**src/rtl/mem_stage.sv**
```systemverilog
// mem_stage: sequencer between execute and the memory access unit.
// Accepts one instruction at a time, issues a held-stable request to the
// memory unit for loads/stores, waits for completion or a fault, then
// presents a result or trap to writeback. Non-memory ops bypass the unit.
// Optional build macro MEM_STAGE_PERF_EN adds four 32-bit perf counters.
module mem_stage #(
  parameter int RD_BITS    = 5,
  parameter int CAUSE_BITS = 4
) (
  input  logic                  clk,
  input  logic                  reset,
  input  logic                  in_valid,
  output logic                  in_ready,
  input  logic                  in_is_mem,
  input  logic                  in_is_write,
  input  logic                  in_is_unsigned,
  input  logic [1:0]            in_op,
  input  logic [31:0]           in_addr,
  input  logic [31:0]           in_wdata,
  input  logic [31:0]           in_alu_result,
  input  logic [RD_BITS-1:0]    in_rd,
  output logic                  mem_available,
  output logic                  mem_is_write,
  output logic                  mem_is_unsigned,
  output logic [1:0]            mem_op,
  output logic [31:0]           mem_addr,
  output logic [31:0]           mem_in,
  input  logic [31:0]           mem_out,
  input  logic                  mem_busy,
  input  logic                  mem_op_fault,
  input  logic                  mem_addr_fault,
  input  logic                  mem_access_fault,
  output logic                  out_valid,
  input  logic                  out_ready,
  output logic [31:0]           out_data,
  output logic [RD_BITS-1:0]    out_rd,
  output logic                  out_wb_en,
  output logic                  out_trap,
  output logic [CAUSE_BITS-1:0] out_trap_cause,
  output logic [31:0]           out_trap_value
`ifdef MEM_STAGE_PERF_EN
  ,
  output logic [31:0]           perf_loads,
  output logic [31:0]           perf_stores,
  output logic [31:0]           perf_stall_cycles,
  output logic [31:0]           perf_traps
`endif
);

  typedef enum logic [1:0] {
    S_IDLE = 2'd0,
    S_REQ  = 2'd1,
    S_WAIT = 2'd2,
    S_RESP = 2'd3
  } state_t;

  state_t r_state;

  // Latched request fields; the memory unit only ever sees these.
  logic                  r_mem_available;
  logic                  r_is_write;
  logic                  r_is_unsigned;
  logic [1:0]            r_op;
  logic [31:0]           r_addr;
  logic [31:0]           r_wdata;
  logic [RD_BITS-1:0]    r_rd;

  // Registered writeback-side outputs.
  logic                  r_out_valid;
  logic [31:0]           r_out_data;
  logic [RD_BITS-1:0]    r_out_rd;
  logic                  r_out_wb_en;
  logic                  r_out_trap;
  logic [CAUSE_BITS-1:0] r_out_trap_cause;
  logic [31:0]           r_out_trap_value;

  logic                  w_fault;
  logic [CAUSE_BITS-1:0] w_cause;

  // Fault detection and cause encoding in priority order: op, alignment, access.
  always_comb begin
    w_fault = mem_op_fault | mem_addr_fault | mem_access_fault;
    w_cause = CAUSE_BITS'(2);
    if (mem_op_fault)
      w_cause = CAUSE_BITS'(2);
    else if (mem_addr_fault)
      w_cause = r_is_write ? CAUSE_BITS'(6) : CAUSE_BITS'(4);
    else if (mem_access_fault)
      w_cause = r_is_write ? CAUSE_BITS'(7) : CAUSE_BITS'(5);
  end

  // Main sequencer: state, latched request and registered outputs.
  always_ff @(posedge clk) begin
    if (reset) begin
      r_state          <= S_IDLE;
      r_mem_available  <= 1'b0;
      r_is_write       <= 1'b0;
      r_is_unsigned    <= 1'b0;
      r_op             <= 2'b00;
      r_addr           <= 32'd0;
      r_wdata          <= 32'd0;
      r_rd             <= '0;
      r_out_valid      <= 1'b0;
      r_out_data       <= 32'd0;
      r_out_rd         <= '0;
      r_out_wb_en      <= 1'b0;
      r_out_trap       <= 1'b0;
      r_out_trap_cause <= '0;
      r_out_trap_value <= 32'd0;
    end else begin
      case (r_state)
        S_IDLE: begin
          if (in_valid) begin
            if (!in_is_mem) begin
              // Pass-through: result is ready on the very next cycle.
              r_out_data  <= in_alu_result;
              r_out_rd    <= in_rd;
              r_out_wb_en <= 1'b1;
              r_out_trap  <= 1'b0;
              r_out_valid <= 1'b1;
              r_state     <= S_RESP;
            end else begin
              r_is_write      <= in_is_write;
              r_is_unsigned   <= in_is_unsigned;
              r_op            <= in_op;
              r_addr          <= in_addr;
              r_wdata         <= in_wdata;
              r_rd            <= in_rd;
              r_mem_available <= 1'b1;
              r_state         <= S_REQ;
            end
          end
        end
        S_REQ: begin
          // The unit's status outputs are not meaningful until the next cycle.
          r_state <= S_WAIT;
        end
        S_WAIT: begin
          if (w_fault) begin
            r_out_trap       <= 1'b1;
            r_out_trap_cause <= w_cause;
            r_out_trap_value <= r_addr;
            r_out_wb_en      <= 1'b0;
            r_out_rd         <= '0;
            r_out_data       <= 32'd0;
            r_out_valid      <= 1'b1;
            r_mem_available  <= 1'b0;
            r_state          <= S_RESP;
          end else if (!mem_busy) begin
            r_out_trap <= 1'b0;
            if (r_is_write) begin
              r_out_data  <= 32'd0;
              r_out_rd    <= '0;
              r_out_wb_en <= 1'b0;
            end else begin
              r_out_data  <= mem_out;
              r_out_rd    <= r_rd;
              r_out_wb_en <= 1'b1;
            end
            r_out_valid     <= 1'b1;
            r_mem_available <= 1'b0;
            r_state         <= S_RESP;
          end
        end
        S_RESP: begin
          // At least one cycle here lets the unit see available=0 before the next request.
          if (out_ready) begin
            r_out_valid <= 1'b0;
            r_out_trap  <= 1'b0;
            r_state     <= S_IDLE;
          end
        end
        default: begin
          r_state <= S_IDLE;
        end
      endcase
    end
  end

  assign in_ready        = (r_state == S_IDLE);
  assign mem_available   = r_mem_available;
  assign mem_is_write    = r_is_write;
  assign mem_is_unsigned = r_is_unsigned;
  assign mem_op          = r_op;
  assign mem_addr        = r_addr;
  assign mem_in          = r_wdata;
  assign out_valid       = r_out_valid;
  assign out_data        = r_out_data;
  assign out_rd          = r_out_rd;
  assign out_wb_en       = r_out_wb_en;
  assign out_trap        = r_out_trap;
  assign out_trap_cause  = r_out_trap_cause;
  assign out_trap_value  = r_out_trap_value;

`ifdef MEM_STAGE_PERF_EN
  logic [31:0] r_perf_loads;
  logic [31:0] r_perf_stores;
  logic [31:0] r_perf_stall_cycles;
  logic [31:0] r_perf_traps;

  // Wrapping event counters observed from the WAIT state decisions.
  always_ff @(posedge clk) begin
    if (reset) begin
      r_perf_loads        <= 32'd0;
      r_perf_stores       <= 32'd0;
      r_perf_stall_cycles <= 32'd0;
      r_perf_traps        <= 32'd0;
    end else if (r_state == S_WAIT) begin
      if (w_fault)
        r_perf_traps <= r_perf_traps + 32'd1;
      else if (!mem_busy) begin
        if (r_is_write)
          r_perf_stores <= r_perf_stores + 32'd1;
        else
          r_perf_loads <= r_perf_loads + 32'd1;
      end else
        r_perf_stall_cycles <= r_perf_stall_cycles + 32'd1;
    end
  end

  assign perf_loads        = r_perf_loads;
  assign perf_stores       = r_perf_stores;
  assign perf_stall_cycles = r_perf_stall_cycles;
  assign perf_traps        = r_perf_traps;
`endif

endmodule
```
**config.mk**
```make
export PLATFORM = sky130hd
export DESIGN_NAME = mem_stage
export DESIGN_NICKNAME = d
export VERILOG_FILES = /design/src/rtl/mem_stage.sv
export SDC_FILE = /design/constraint.sdc
export NUM_CORES = 1
export LEC_CHECK = 0
export BUFFER_PORTS_ARGS = -buffer_cell sky130_fd_sc_hd__buf_2
export CAP_MARGIN = 20
export CORE_MARGIN = 1.5
export CORE_UTILIZATION = 25
export CTS_CLUSTER_SIZE = 10
export DETAILED_ROUTE_END_ITERATION = 10
export GPL_ROUTABILITY_DRIVEN = 0
export PLACE_DENSITY = 0.6
export SETUP_SLACK_MARGIN = 0.05
export SLEW_MARGIN = 20
export SYNTH_ARGS = -nofsm -noshare
export SYNTH_HDL_FRONTEND = slang
export SYNTH_SLANG_ARGS = --single-unit
export TNS_END_PERCENT = 10
```
**constraint.sdc**
```tcl
create_clock -name clk -period 2.5 [get_ports clk]
set_input_delay 0.125 -clock clk [delete_from_list [all_inputs] [get_ports clk]]
set_output_delay 0.125 -clock clk [all_outputs]
set_load 0.02 [all_outputs]
```
==> flow_metrics.env <==
export IMPL_cts_hold_buf=81
export IMPL_postCtsSetupBuffers=0
export IMPL_finalCriticalPeriod_ps=2030
export IMPL_ys_flop_type="dfxtp_1"
export IMPL_area_growth_pct=53.3
export IMPL_cts_resized=0
export IMPL_dr_pass1_iters=4
export IMPL_cp_required_ps=2840
export IMPL_crit_type="reg -> reg"
export IMPL_wire_per_inst_um=14.8
export IMPL_die_w_um=158
export IMPL_cp_startpoint="r_state[0]$_SDFFE_PP0P_"
export IMPL_cts_buffer_depth=2
export IMPL_grt_usage=0.159
export IMPL_antenna_left=0
export IMPL_nNetsFinal=1191
export IMPL_cts_sinks=151
export IMPL_vias_per_cell=4.42
export IMPL_crit_family="compound AO/OA/AOI/OAI gates"
export IMPL_worstMarginPinSlew_ps=627
export IMPL_p_leak_nw=4.03
export IMPL_clk_latency_ps=410
export IMPL_fin_tns_setup_ps=0
export IMPL_drc=0
export IMPL_fin_util=0.392
export IMPL_critical_path_slowest_cell="a22o_4"
export IMPL_drv_cap=0
export IMPL_port_buffers=290
export IMPL_cp_num_buf_inv=1
export IMPL_slew_headroom=0.582
export IMPL_setup_viol=0
export IMPL_core_sq_mm=0.0235
export IMPL_netlist_area_leader_share=0.504
export IMPL_synth_seq_area_share=0.504
export IMPL_path_cells="inv_1, ha_1, nor4b_4, a22o_4, a221oi_1, nor3_1"
export IMPL_period_share=0.814
export IMPL_gr_total_overflow=0
export IMPL_syn_num_nets=843
export IMPL_final_common_cell="buf_2"
export IMPL_boundaryPins=292
export IMPL_synth_warnings=0
export IMPL_async_flop_share=0
export IMPL_wl_um=20400
export IMPL_dieArea_sq_mm=0.0249
export IMPL_cts_buffers=17
export IMPL_antenna_found_initial=4
export IMPL_yosys_area_top_type="dfxtp_1"
export IMPL_status="finished clean"
export IMPL_cts_tree="built"
export IMPL_clockRootBuffer="clkbuf_16"
export IMPL_rows=56
export IMPL_start_util=0.255
export IMPL_htreeDepth=4
export IMPL_slew_viol_final=0
export IMPL_drive_gt1_frac=0.387
export IMPL_ys_ff_latch=151
export IMPL_vias=6081
export IMPL_path_max_fanout=37
export IMPL_final_cell_mix="289 x buf_2, 212 x nand2_1, 151 x dfxtp_1"
export IMPL_clk_pin_slew_worst_paths_ps=60
export IMPL_netlist_area_sq_mm=0.00600
export IMPL_hp_class="in -> reg"
export IMPL_dpl_hpwl_um=13000
export IMPL_syn_inst=693
export IMPL_arrival_ps=2370
export IMPL_drt_iter0_markers=315
export IMPL_fp_dieH_um=158
export IMPL_grt_max_degree=69
export IMPL_grt_pass1_wl_um=30800
export IMPL_timing_rr_start="r_state[0]$_SDFFE_PP0P_"
export IMPL_hp_start="in_alu_result[8]"
export IMPL_finalHoldViolations=0
export IMPL_p_per_area_mw_per_mm2=958
export IMPL_slowest_delay_ps=630
export IMPL_ir_worst_vdd_uv=398
export IMPL_fmax_mhz=492
export IMPL_synth_edf_count=0
export IMPL_worstSetupEndpointType="flip-flop"
export IMPL_grt_pass1_vias=5773
export IMPL_ys_types=29
export IMPL_rsz0062_at_grt="false"
export IMPL_start_kind="flip-flop"
export IMPL_fin_skew_ps=5.56
export IMPL_synthTopCellsByArea="dfxtp_1 50%, nand2_1 13%, a21oi_1 9.1%"
export IMPL_synth_avg_cell_area_sq_um=8.65
kinds of logic (layout without fill, tap and decap cells):
kind of cell,after synthesis,after routing,share of synthesized area
AO/OA/AOI/OAI,154,154,0.188
multiplexers,2,2,0.00376
flip-flops,151,151,0.504
adder cells (fa/ha/maj),4,4,0.00835
AND/OR/NAND/NOR,319,319,0.245
buffers and inverters,62,422,0.0507
other,1,4,0.000625
Yosys cell counts (2+ instances only):
library cell / n
buf_2: 9
nor2b_1: 5
nand2_1: 212
and3_1: 2
a221oi_1: 7
inv_1: 4
nor3_1: 12
mux2_2: 2
buf_4: 4
a21oi_1: 109
buf_6: 6
a311oi_1: 2
nor3_2: 31
nand2b_1: 6
nor2_1: 47
clkbuf_1: 39
dfxtp_1: 151
ha_1: 4
a221oi_2: 31
worst paths after layout:
path | to | slack, ps | depth (start not counted)
worst max-delay path | out_rd[4]$_SDFFE_PP0P_ | 470 | 6
worst min-delay path | out_data[8]$_SDFFE_PP0P_ | 30 | 3
worst max register to register | out_rd[4]$_SDFFE_PP0P_ | 470 | 6
worst min register to register | mem_in[19]$_SDFFE_PP0P_ | 450 | 2
stage by stage:
stage	hold slack (ps)	power [mW]	area (sq um)	instances	setup WS, ps
after floorplan	241	5.10	6000	693	597
after global placement	365	6.08	7760	1260	104
after detailed placement	371	6.11	7760	1260	97.9
after CTS	0.980	8.94	9180	1372	62.9
after global routing	13.6	9.38	9190	1374	216
final	27.8	8.81	9200	1375	465
worst register-to-register path, delay by kind of cell (launching register included):
family	cells	cell delay, ps
AO/OA/AOI/OAI	2	770
AND/OR/NAND/NOR	2	600
flip-flops	1	330
adder cells (fa/ha/maj)	1	170
buffers and inverters	1	90
where the power goes:
group	switching [mW]	internal (mW)	total [mW]	leakage, nW
registers	0.215	2.81	3.03	1.23
clock network	1.05	1.62	2.68	0.289
logic	2.00	1.10	3.10	2.51
total	3.27	5.54	8.81	4.03
final cells by class:
cell class                      instances  area (sq um)
Clock buffer                           20           457
Antenna cell                            3          7.51
Tap cell                              319           399
Inverter                                4          15.0
Timing Repair Buffer                  387          2440
Sequential cell                       151          3020
Multi-Input combinational cell        480          2710
Fill cell                            2395         14300
Clock inverter                         11           149
registers in the layout (all words and copies together) (netlist names):
signal and count:
out_trap 1, out_wb_en 1, mem_in 32, out_valid 1, mem_op 2, out_rd 5
mem_available 1, mem_addr 32, mem_is_unsigned 1, r_rd 5, r_state 2, out_trap_cause 3
mem_is_write 1, out_trap_value 32, out_data 32
metal layers:
metal,vias up,track usage,part of all wire
li1,3032,-,-
met1,2794,0.186,0.43
met2,218,0.263,0.47
met3,35,0.0528,0.073
met4,2,0.0723,0.034
met5,-,0,0.00064
Power figures use the tool's default switching activity.
